==> src/rtl/snake_pkg.sv <==
// Shared types for the game-screen renderer: tile kinds, the packed tile
// record handed from the fetch stage to the drawing stage, default map
// geometry and the fetch latency helper.
package snake_pkg;

    // Tile contents stored in the map RAM. The encoding is 4 bits wide so
    // that corrupt RAM words (8..15) can be recognised and suppressed.
    typedef enum logic [3:0] {
        T_VOID    = 4'd0,
        T_EMPTY   = 4'd1,
        T_WALL    = 4'd2,
        T_FOOD    = 4'd3,
        T_S1_HEAD = 4'd4,
        T_S1_BODY = 4'd5,
        T_S2_HEAD = 4'd6,
        T_S2_BODY = 4'd7
    } tile_kind;

    // Tile kind plus the pixel offsets inside the tile.
    typedef struct packed {
        tile_kind    kind;
        logic [5:0]  px;
        logic [5:0]  py;
    } tile;

    // Last legal kind; anything above it never renders.
    localparam logic [3:0] KIND_LAST = 4'd7;

    // Default screen/map geometry (640x480 screen, 16-pixel tiles).
    localparam int DEF_TILE_SIZE = 16;
    localparam int DEF_MAP_W     = 40;
    localparam int DEF_MAP_H     = 30;
    localparam int COORD_W       = 12;

    // Blank tile driven whenever the pixel is outside the map.
    localparam tile TILE_VOID = '{kind: T_VOID, px: 6'd0, py: 6'd0};

    // Cycles from hcount/vcount to act_tile for a given RAM read latency:
    // S1 register, S2 address register, the RAM itself, output register.
    function automatic int fetch_lat(input int mem_lat);
        return 3 + mem_lat;
    endfunction

    // True when a raw RAM word is one of the enumerated kinds.
    function automatic logic kind_valid(input logic [3:0] raw);
        return (raw <= KIND_LAST) ? 1'b1 : 1'b0;
    endfunction

endpackage

==> src/rtl/tile_delay.sv <==
// Fixed-depth shift register that carries the pipeline's side-band bits
// (in_map flag, in-tile offsets) alongside the map RAM read.
module tile_delay #(
    parameter int N = 1,
    parameter int W = 13
) (
    input  logic         clk,
    input  logic         rst,
    input  logic [W-1:0] d,
    output logic [W-1:0] q
);

    logic [W-1:0] stage_q [N];

    // Shift the side-band word one stage per cycle; reset flushes every stage.
    always_ff @(posedge clk) begin
        if (!rst) begin
            for (int i = 0; i < N; i++) begin
                stage_q[i] <= {W{1'b0}};
            end
        end else begin
            stage_q[0] <= d;
            for (int i = 1; i < N; i++) begin
                stage_q[i] <= stage_q[i-1];
            end
        end
    end

    assign q = stage_q[N-1];

endmodule

==> src/rtl/map_tile_fetch.sv <==
// Upstream stage of the game-screen renderer. Maps the VGA pixel position to
// a tile coordinate, reads the tile kind from the map RAM and presents it to
// the drawing stage with a constant latency of fetch_lat(MEM_LAT) cycles.
// Also produces the once-per-frame map update window pulse.
module map_tile_fetch
    import snake_pkg::*;
#(
    parameter int TILE_SIZE = DEF_TILE_SIZE,
    parameter int MAP_W     = DEF_MAP_W,
    parameter int MAP_H     = DEF_MAP_H,
    parameter int ORIGIN_X  = 0,
    parameter int ORIGIN_Y  = 0,
    parameter int MEM_LAT   = 1,
    localparam int ADDR_W   = $clog2(MAP_W * MAP_H),
    localparam int KIND_W   = $bits(tile_kind)
) (
    input  logic               clk,
    input  logic               rst,
    input  logic [11:0]        hcount,
    input  logic [11:0]        vcount,
    input  logic               hblnk,
    input  logic               vblnk,
    output logic               map_rd_en,
    output logic [ADDR_W-1:0]  map_addr,
    input  logic [KIND_W-1:0]  map_data,
    output tile                act_tile,
    output logic               frame_upd
);

    localparam int TILE_LOG2 = $clog2(TILE_SIZE);
    localparam int SIDE_W    = 13;

    // Map window in screen pixels, [LO, HI).
    localparam logic [31:0] X_LO = 32'(ORIGIN_X);
    localparam logic [31:0] X_HI = 32'(ORIGIN_X + MAP_W * TILE_SIZE);
    localparam logic [31:0] Y_LO = 32'(ORIGIN_Y);
    localparam logic [31:0] Y_HI = 32'(ORIGIN_Y + MAP_H * TILE_SIZE);

    localparam logic [11:0] ORG_X12 = 12'(ORIGIN_X);
    localparam logic [11:0] ORG_Y12 = 12'(ORIGIN_Y);
    localparam logic [11:0] PX_MASK = 12'(TILE_SIZE - 1);

    // ---------------- S1: map-relative coordinates ----------------
    logic [11:0] rx_d, rx_q;
    logic [11:0] ry_d, ry_q;
    logic        in_map1_d, in_map1_q;

    // ---------------- S2: RAM address and tile offsets -------------
    logic [11:0]       tx_s, ty_s;
    logic [ADDR_W-1:0] map_addr_d, map_addr_q;
    logic              map_rd_en_d, map_rd_en_q;
    logic [5:0]        px2_d, px2_q;
    logic [5:0]        py2_d, py2_q;

    // ---------------- S3..: side-band across RAM latency -----------
    logic [SIDE_W-1:0] side_in_s;
    logic [SIDE_W-1:0] side_out_s;
    logic              dly_in_map_s;
    logic [5:0]        dly_px_s;
    logic [5:0]        dly_py_s;

    // ---------------- Output and frame pulse ----------------------
    tile  act_tile_d, act_tile_q;
    logic frame_upd_d, frame_upd_q;
    logic vblnk_hist_q;

    // S1 next state: offset the pixel position by the map origin and decide
    // whether it lies inside the map. A pixel left of / above the origin wraps
    // to a large rx/ry, so the origin comparison on the raw count rejects it.
    always_comb begin
        rx_d      = hcount - ORG_X12;
        ry_d      = vcount - ORG_Y12;
        in_map1_d = 1'b0;
        if (!hblnk && !vblnk &&
            (32'(hcount) >= X_LO) && (32'(hcount) < X_HI) &&
            (32'(vcount) >= Y_LO) && (32'(vcount) < Y_HI)) begin
            in_map1_d = 1'b1;
        end else begin
            in_map1_d = 1'b0;
        end
    end

    // S1 register stage.
    always_ff @(posedge clk) begin
        if (!rst) begin
            rx_q      <= 12'd0;
            ry_q      <= 12'd0;
            in_map1_q <= 1'b0;
        end else begin
            rx_q      <= rx_d;
            ry_q      <= ry_d;
            in_map1_q <= in_map1_d;
        end
    end

    // S2 next state: split into tile index and in-tile offset, then form the
    // row-major RAM address. The address only moves for in-map pixels so the
    // RAM sees no spurious address toggling during blanking.
    always_comb begin
        tx_s        = rx_q >> TILE_LOG2;
        ty_s        = ry_q >> TILE_LOG2;
        px2_d       = 6'(rx_q & PX_MASK);
        py2_d       = 6'(ry_q & PX_MASK);
        map_rd_en_d = in_map1_q;
        map_addr_d  = map_addr_q;
        if (in_map1_q) begin
            map_addr_d = ADDR_W'(32'(ty_s) * 32'(MAP_W) + 32'(tx_s));
        end else begin
            map_addr_d = map_addr_q;
        end
    end

    // S2 register stage; map_rd_en doubles as the in_map flag of this stage.
    always_ff @(posedge clk) begin
        if (!rst) begin
            map_addr_q  <= {ADDR_W{1'b0}};
            map_rd_en_q <= 1'b0;
            px2_q       <= 6'd0;
            py2_q       <= 6'd0;
        end else begin
            map_addr_q  <= map_addr_d;
            map_rd_en_q <= map_rd_en_d;
            px2_q       <= px2_d;
            py2_q       <= py2_d;
        end
    end

    assign side_in_s = {map_rd_en_q, px2_q, py2_q};

    tile_delay #(
        .N (MEM_LAT),
        .W (SIDE_W)
    ) u_tile_delay (
        .clk (clk),
        .rst (rst),
        .d   (side_in_s),
        .q   (side_out_s)
    );

    assign {dly_in_map_s, dly_px_s, dly_py_s} = side_out_s;

    // Output next state: accept the RAM word only for in-map pixels holding
    // a legal kind; everything else collapses to a blank tile with zero offsets.
    always_comb begin
        act_tile_d = TILE_VOID;
        if (dly_in_map_s && kind_valid(map_data)) begin
            act_tile_d.kind = tile_kind'(map_data);
            act_tile_d.px   = dly_px_s;
            act_tile_d.py   = dly_py_s;
        end else begin
            act_tile_d = TILE_VOID;
        end
    end

    // Output register towards the drawing stage.
    always_ff @(posedge clk) begin
        if (!rst) begin
            act_tile_q <= TILE_VOID;
        end else begin
            act_tile_q <= act_tile_d;
        end
    end

    // Frame pulse next state: rising edge of vertical blanking.
    always_comb begin
        frame_upd_d = 1'b0;
        if (vblnk && !vblnk_hist_q) begin
            frame_upd_d = 1'b1;
        end else begin
            frame_upd_d = 1'b0;
        end
    end

    // Frame pulse register; history resets high so no pulse follows reset.
    always_ff @(posedge clk) begin
        if (!rst) begin
            frame_upd_q  <= 1'b0;
            vblnk_hist_q <= 1'b1;
        end else begin
            frame_upd_q  <= frame_upd_d;
            vblnk_hist_q <= vblnk;
        end
    end

    assign map_rd_en = map_rd_en_q;
    assign map_addr  = map_addr_q;
    assign act_tile  = act_tile_q;
    assign frame_upd = frame_upd_q;

endmodule

==> config.mk <==
export PLATFORM = sky130hd
export DESIGN_NAME = map_tile_fetch
export DESIGN_NICKNAME = d
export VERILOG_FILES = /design/src/rtl/snake_pkg.sv /design/src/rtl/tile_delay.sv /design/src/rtl/map_tile_fetch.sv
export SDC_FILE = /design/constraint.sdc
export NUM_CORES = 1
export LEC_CHECK = 0
export BUFFER_PORTS_ARGS = -buffer_cell sky130_fd_sc_hd__buf_2
export CAP_MARGIN = 20
export CORE_MARGIN = 1
export CORE_UTILIZATION = 58
export CTS_BUF_LIST = sky130_fd_sc_hd__clkbuf_8
export CTS_CLUSTER_SIZE = 25
export DETAILED_ROUTE_END_ITERATION = 6
export HOLD_SLACK_MARGIN = 0.15
export PLACE_DENSITY = 0.87
export SLEW_MARGIN = 5
export SYNTH_ARGS = -nofsm -noshare
export SYNTH_HDL_FRONTEND = slang
export SYNTH_SLANG_ARGS = --single-unit
==> constraint.sdc <==
create_clock -name clk -period 5.1 [get_ports clk]
set_input_delay 0.51 -clock clk [delete_from_list [all_inputs] [get_ports clk]]
set_output_delay 0.51 -clock clk [all_outputs]
set_load 0.02 [all_outputs]
==> Yosys cells after proc, flatten, opt, wreduce, memory -nomap -nowiden <==
Memories as Yosys holds them, arrays and structs flattened.
Index checks and enable logic that the tools add are counted.
W data, S select, Z words.
{ "classes": {"n_mul": 1, "muxes": 7, "n_addsub": 1, "n_reduce_logical": 10, "n_lt_le_gt_ge": 3} }
{ "op_table": {"columns": ["operator", "count"], "rows": [
  ["$mux W13", 1],
  ["$reduce_or A13 Y1", 1],
  ["$lt A12 B10 Y1 const B", 1],
  ["$lt A12 B9 Y1 const B", 1],
  ["$add A11 B8 Y11", 1],
  ["$mul A8 B3 Y8 const B", 1],
  ["$mux W1", 6],
  ["$logic_and A1 B1 Y1", 5],
  ["$le A4 B3 Y1 const B", 1],
  ["$logic_not A1 Y1", 3],
  ["$reduce_and A2 Y1", 1]
]} }
{ "word_totals": {"reg_bits": 67, "mem_count": 1, "ram_bits": 13, "out_inout_bits": 29, "elab_cells": 37} }
{ "mem_list": {"columns": ["memory", "depth", "word_bits", "rd", "rd_ports_with_merged_regs", "wr", "line_no", "source"], "rows": [
  ["u_tile_delay.stage_q", 1, 13, 1, 0, 1, "tile_delay.sv:13", "logic [W-1:0] stage_q [N];"]
]} }

==> Longest topological paths before layout <==
Gate-level depths: netlist (run 1).
{ "depth": {"depth_word": 5, "ltp_mapped": 9} }

==> By module <==
Synthesis (run 1) repeated with hierarchy kept, for this count alone.
{ "unflattened": {"hier_cells": 232, "area_unflattened_um2": 2630.0} }
{ "by_module_without_submodules": {"columns": ["mod", "area_per_inst_um2", "n_inst", "cells_each"], "rows": [
  ["map_tile_fetch", 2265.9, 1, 205],
  ["tile_delay", 364.1, 1, 27]
]} }

==> Least setup slack after synthesis (run 1) <==
OpenSTA, ideal clock, no wires.
{ "synth_timing": {"path_type": "reg2reg", "start": "reg ry_q[5]", "end": "reg map_addr_q[10], in the netlist map_addr[10]", "arrival_ps": 2284, "stages_incl_launch_ff": 10, "setup_ps": 131, "n_path_buf": 0, "t_required_ps": 4969, "period_less_slack_ps": 2415, "path_slack_ps": 2685, "cell_sequence": "dfxtp_1 > ha_1 > ha_1 > fa_1 > nor2b_1 > or2_4 > a221o_1 > and3b_1 > xnor2_1 > a21oi_1"} }
{ "synth_via": {"elab_chain_cells": 2} }
{ "synth_lines": {"columns": ["item", "line_no", "source"], "rows": [
  ["start, declared", "map_tile_fetch.sv:45", "logic [11:0] ry_d, ry_q;"],
  ["start signal, assigned", "map_tile_fetch.sv:91", "ry_q <= ry_d;"],
  ["$mul A8 B3 Y8", "map_tile_fetch.sv:107", "map_addr_d = ADDR_W'(32'(ty_s) * 32'(MAP_W) + 32'(tx_s));"],
  ["$add A11 B8 Y11", "map_tile_fetch.sv:107", null],
  ["end signal, assigned", "map_tile_fetch.sv:116", "map_addr_q <= {ADDR_W{1'b0}};"],
  ["end signal, assigned", "map_tile_fetch.sv:121", "map_addr_q <= map_addr_d;"],
  ["end, declared", "map_tile_fetch.sv:50", "logic [ADDR_W-1:0] map_addr_d, map_addr_q;"]
]} }
No other way between the ends.
A chain may end at the register's enable or synchronous reset.

==> Final worst setup path (run 1) <==
Ends and elaborated chain as after synthesis.

==> results.yml, run 1 <==
run_status:
  status: "complete, no violations"
sta:
  maxSlewViolCount: 0
  rsz0062_at_grt: "false"
  period_minus_slack_ns: 2.56
  timing.fmax_mhz: 391
  worst_clock_skew_ns: 0.00938
  fin_crit_sh: 0.501
  fin_worst_hold_slack_ns: 0.369
  worst_slew_pin_slew_ns: 0.702
  setup_violations: 0
  final.setup.tns_ns: 0
  maxSlewHeadroom: 0.531
  hold_viol: 0
global_route:
  grt_antenna_before_repair: 0
  gr-total-overflow: 0
  grt_pass1_vias: 1530
  grt_pass1_wl_mm: 6.10
  grt_max_degree: 57
  gr-usage-all-layers: 0.196
worst_setup_path:
  worstPathRequired_ns: 5.30
  crit_top_cell: "ha_1"
  crit_type: "reg2reg"
  cp-start-kind: "register"
  reg2reg_depth: 9
  r2r-start: "ry_q[5]"
  cpMaxStageDelayCell: "fa_1"
  slowest_delay_ns: 0.41
  cp_max_fo: 3
  setup.worst_path.end_class: "register"
  worst_ep_arrival_time_ns: 2.75
  crit_start: "ry_q[5]"
  crit_chain: "ha_1, ha_1, fa_1, nor2b_1, or2_4, a221o_1, and3b_1, xnor2_1, a21oi_1"
layout:
  antennaDiodeCount: 0
  finish.utilization: 0.732
  final_cell_area_sq_um: 2930
  final_common_cell: "dfxtp_1"
  nets: 327
  drive_gt1_frac: 0.261
  area_growth_pct: 20.5
  layout_common_cells: "dfxtp_1 (68), buf_2 (56), and2_1 (54), ha_1 (14)"
clocking:
  post_cts_resized: 0
  clock-sinks: 68
  clockBufferDepth: 2
  cts_root_buffer: "clkbuf_8"
  cts_setup_buffers: 0
  htreeDepth: 3
  clk_pin_slew_worst_paths_ns: 0.08
  insertion_delay_ns: 0.34
  ctsHoldBuffers: 0
  tritoncts: "built"
  cts_made_buffers: 9
floorplanning:
  core_area_sq_um: 4000
  start_util: 0.607
  ioPinCount: 61
  die_area_sq_um: 4450
  die_w_um: 66.7
  row_count: 23
  die_h_um: 66.7
yosys:
  synth_compound_area_frac: 0.0639
  synthMuxAreaShare: 0.0247
  synth_simple_gate_area_frac: 0.197
  ys_seq_area_frac: 0.560
  synthCells: 221
  syn-cell-area_sq_um: 2430
  syn_avg_cell_area_sq_um: 11.0
  synth_cell_type_count: 31
  async_reset_ff_frac: 0
  yosys.area_share.adder: 0.0886
  synth_edf_count: 0
  yosys_most_used_dff: "dfxtp_1"
  synth_xor_area_frac: 0.0288
  yosysWarnings: 0
  synth_seq_cells: 68
  synth_top_family_by_area: "simple AND/OR/NAND/NOR gates"
route:
  viasPerCell: 4.93
  drt_pre_antenna_iters: 6
  routed_wl_mm: 3.89
  dr_total_vias: 1646
  final_antenna_net_count: 0
  wl_per_cell_um: 11.6
  drc: 0
  drt-initial-drc-count: 36
power_and_ir_drop:
  p_leak_nw: 1.38
  switching_power_uw: 255
  seqPwrFrac: 0.513
  p_int_uw: 819
  total_power_mw: 1.07
  sw_frac_of_total: 0.238
  powerDensity_nw_per_um2: 367
  combPwrFrac: 0.074
  power_frac_clock: 0.413
  irDropWorstVdd_uv: 329
hold_path:
  hold_path_depth: 2
  hp-class: "in2reg"
  hold_start: "map_data[1]"
placement:
  hpwl_mm: 2.76
  portBuffers: 56
  gp_congestion: 0.753
  post_dp_cell_area_sq_um: 2720
job:
  cap_violations: 0
[layout make-up]
| class | instances | area (sq um) |
|---|---|---|
| Clock buffer | 9 | 124 |
| Clock inverter | 7 | 81.3 |
| Fill cell | 283 | 1070 |
| Inverter | 6 | 22.5 |
| Multi-Input combinational cell | 138 | 997 |
| Sequential cell | 68 | 1360 |
| Tap cell | 50 | 62.6 |
| Timing Repair Buffer | 56 | 280 |
[critical path, delay by kind of cell, from the launching register on]
kind | cells | cell delay, ns
AOI/OAI and AO/OA | 2 | 0.41
xor gates and xnor gates | 1 | 0.13
adders and majority gates | 3 | 0.93
DFF | 1 | 0.34
and+or+nand+nor | 3 | 0.61
[flip-flops by register name, summed over array words and instances (netlist names)]
| name | count |
|---|---|
| act_tile | 12 |
| frame_upd | 1 |
| in_map1_q | 1 |
| map_addr | 11 |
| map_rd_en | 1 |
| px2_q | 4 |
| py2_q | 4 |
| rx_q | 12 |
| ry_q | 12 |
| u_tile_delay.stage_q | 9 |
| vblnk_hist_q | 1 |
[cell usage after synthesis, drive strengths merged, types with 3 or more instances]
cell type,instances,area share
a21oi,7,0.014
and2,54,0.14
buf,4,0.012
clkbuf,9,0.014
dfxtp,68,0.56
ha,14,0.072
inv,6,0.0093
mux2i,6,0.025
nand2,4,0.0062
nor2,3,0.0046
nor2b,9,0.023
o21ai,9,0.019
xnor2,6,0.022
[metrics by stage]
step,instances,setup WS (ns)
global placement,318,2.62
finish,334,2.54
CTS,334,2.53
floorplan,225,2.69
global route,334,2.45
detailed placement,318,2.54
[routing by layer]
layer | global-route usage | up-vias | part of all wire
met5 | 0 | - | 0
met1 | 0.176 | 772 | 0.39
li1 | - | 824 | -
met4 | 0.109 | 0 | 0.0075
met2 | 0.343 | 46 | 0.55
met3 | 0.108 | 4 | 0.047
[final timing paths]
path              slack [ns]           end
setup / recovery        2.54  map_addr[10]
hold / removal          0.37  act_tile[13]
setup reg to reg        2.54  map_addr[10]
hold reg to reg         0.39     frame_upd
[cells by family (layout without fill, tap and decap cells)]
family | after synthesis | after routing
compound gates | 25 | 25
xor+xnor | 8 | 8
fa+ha+maj | 16 | 16
buf+inv | 19 | 78
flops | 68 | 68
mux | 6 | 6
other cells | 1 | 5
simple gates | 78 | 78
[power groups by stage]
stage	sequential, mW	clock (mW)	combinational [mW]
finish	0.551	0.444	0.0793
detailed placement	0.564	0	0.0801
floorplan	0.563	0	0.0584
global route	0.553	0.480	0.0897
global placement	0.563	0	0.0769
CTS	0.551	0.457	0.0807
No activity file was read; power rests on OpenSTA's default activity.
==> run 2: changes to the inputs <==
--- a/config.mk
+++ b/config.mk
@@ -8,12 +8,12 @@
 export BUFFER_PORTS_ARGS = -buffer_cell sky130_fd_sc_hd__buf_2
 export CAP_MARGIN = 20
 export CORE_MARGIN = 1
-export CORE_UTILIZATION = 58
+export CORE_UTILIZATION = 54
 export CTS_BUF_LIST = sky130_fd_sc_hd__clkbuf_8
 export CTS_CLUSTER_SIZE = 25
 export DETAILED_ROUTE_END_ITERATION = 6
 export HOLD_SLACK_MARGIN = 0.15
-export PLACE_DENSITY = 0.87
+export PLACE_DENSITY = 0.82
 export SLEW_MARGIN = 5
 export SYNTH_ARGS = -nofsm -noshare
 export SYNTH_HDL_FRONTEND = slang
==> constraint.sdc (replaced) <==
create_clock -name clk -period 2.4 [get_ports clk]
set_input_delay 0.24 -clock clk [delete_from_list [all_inputs] [get_ports clk]]
set_output_delay 0.24 -clock clk [all_outputs]
set_load 0.02 [all_outputs]
==> run 2 against run 1 <==
Net effect:
- register-to-register slack got worse by 2.5 ns
- fmax increased by 8.9%
- wire length increased by 18%
- critical endpoint unchanged
- worst setup slack got worse by 2.5 ns
- critical path type unchanged
- cell count increased by 10%
- via count increased by 4.9%
- first-iteration DRC count increased by 130%
==> results.yml, run 2 (synthesized netlist as in run 1, its figures left out) <==
route:
  dr_total_vias: 1726
  wl_per_cell_um: 12.5
  viasPerCell: 4.69
  final_antenna_net_count: 0
  drt-initial-drc-count: 82
  drt_pre_antenna_iters: 4
  routed_wl_mm: 4.59
  drc: 0
placement:
  post_dp_cell_area_sq_um: 2760
  gp_congestion: 0.789
  hpwl_mm: 2.76
  dp.cells: 324
  place_ws_ns: -0.0464
  portBuffers: 56
sta:
  fin_crit_sh: 0.979
  maxSlewViolCount: 0
  period_minus_slack_ns: 2.35
  fin_worst_hold_slack_ns: 0.241
  timing.fmax_mhz: 426
  setup_violations: 0
  worst_slew_pin_slew_ns: 0.698
  fin_ws_ns: 0.0513
  hold_viol: 0
  worst_clock_skew_ns: 0.00514
  maxSlewHeadroom: 0.534
floorplanning:
  start_util: 0.558
  row_count: 24
  die_area_sq_um: 4770
  die_h_um: 69.1
  core_area_sq_um: 4350
  ioPinCount: 61
  die_w_um: 69.1
power_and_ir_drop:
  powerDensity_nw_per_um2: 715
  seqPwrFrac: 0.497
  combPwrFrac: 0.096
  switching_power_uw: 556
  irDropWorstVdd_uv: 572
  sw_frac_of_total: 0.235
  power_frac_clock: 0.407
  p_int_mw: 1.80
  p_leak_nw: 1.52
layout:
  final_common_cell: "dfxtp_1"
  instances_no_fill: 368
  area_growth_pct: 35.9
  drive_gt1_frac: 0.275
  final_cell_area_sq_um: 3300
  nets: 359
  antennaDiodeCount: 0
  layout_common_cells: "dfxtp_1 (65), buf_2 (56), and2_1 (54), dlygate4sd3_1 (28), ha_1 (11)"
  fill_cells: 275
run_status:
  status: "complete, no violations"
worst_setup_path:
  worstPathRequired_ns: 2.61
  worst_ep_arrival_time_ns: 2.56
  cp_max_fo: 2
  setup.worst_path.end_class: "register"
  cp-start-kind: "register"
  crit_type: "reg2reg"
hold_path:
  hp-class: "in2reg"
clocking:
  insertion_delay_ns: 0.34
  htreeDepth: 3
  cts_root_buffer: "clkbuf_8"
  clockBufferDepth: 2
  clock-sinks: 68
  cts_made_buffers: 9
  cts_setup_buffers: 0
  tritoncts: "built"
  clk_pin_slew_worst_paths_ns: 0.07
global_route:
  gr-total-overflow: 0
  gr-usage-all-layers: 0.205
  grt_pass1_wl_mm: 7.49
  grt_antenna_before_repair: 0
  grt_max_degree: 36
  grt_pass1_vias: 1743
job:
  cap_violations: 0
[run 2: changes by cell type in the layout (fill, tap and decap cells not counted), sizes merged]
cell         delta
inv             -2
dlygate4sd3    +28
buf             +4
clkbuf          +1
clkinv          +1
[run 2: worst paths after layout]
path              cells past startpoint  slack [ns]    startpoint           end
setup / recovery                      9        0.05       ry_q[5]  map_addr[10]
hold / removal                        3        0.24         hblnk     in_map1_q
setup reg to reg                      9        0.05       ry_q[5]  map_addr[10]
hold reg to reg                       1        0.40  vblnk_hist_q     frame_upd
[run 2: layout make-up]
type,count,area (sq um),share of cell area
multi-input combinational,138,1050,0.318
inverter,6,22.5,0.00682
clock buffer,10,138,0.0417
timing repair buffer,88,591,0.179
clock inverter,6,72.6,0.0220
tap,52,65.1,0.0197
sequential,68,1370,0.413
[run 2: worst max-delay path: stages, from the launching register on]
cell     delay [ns]
dfxtp_2        0.34
ha_4           0.24
ha_4           0.16
fa_2           0.35
nor2b_4        0.14
or2_4          0.25
a221o_1        0.35
and3b_1        0.18
xnor2_1        0.14
a21oi_1        0.07
[run 2: repair_timing]
item,in CTS,in global routing
endpoints found under the hold margin,29,0
hold buffers,28,0
pin swaps,4,3
gates resized for setup,5,5
setup endpoints to repair,1,2
[run 2: power by group through the flow]
stage | registers, mW | clock network [mW] | logic [mW]
3_5_place_dp | 1.20 | 0 | 0.177
3_3_place_gp | 1.20 | 0 | 0.171
5_1_grt | 1.18 | 1.02 | 0.253
6_report | 1.17 | 0.960 | 0.228
2_1_floorplan | 1.20 | 0 | 0.124
4_1_cts | 1.17 | 0.971 | 0.215
[run 2: stage by stage]
stage          TNS (ns)   util  total power [mW]
3_5_place_dp    -0.0464  0.634              1.37
3_3_place_gp          0  0.634              1.37
4_1_cts               0  0.751              2.36
5_1_grt         -0.0346  0.758              2.45
2_1_floorplan         0      -              1.32
6_report              0  0.758              2.36
[run 2: per-layer routing]
metal	share of wire	global-route usage
met5	0	0
met3	0.027	0.0468
met4	0.050	0.159
met1	0.40	0.209
met2	0.53	0.359
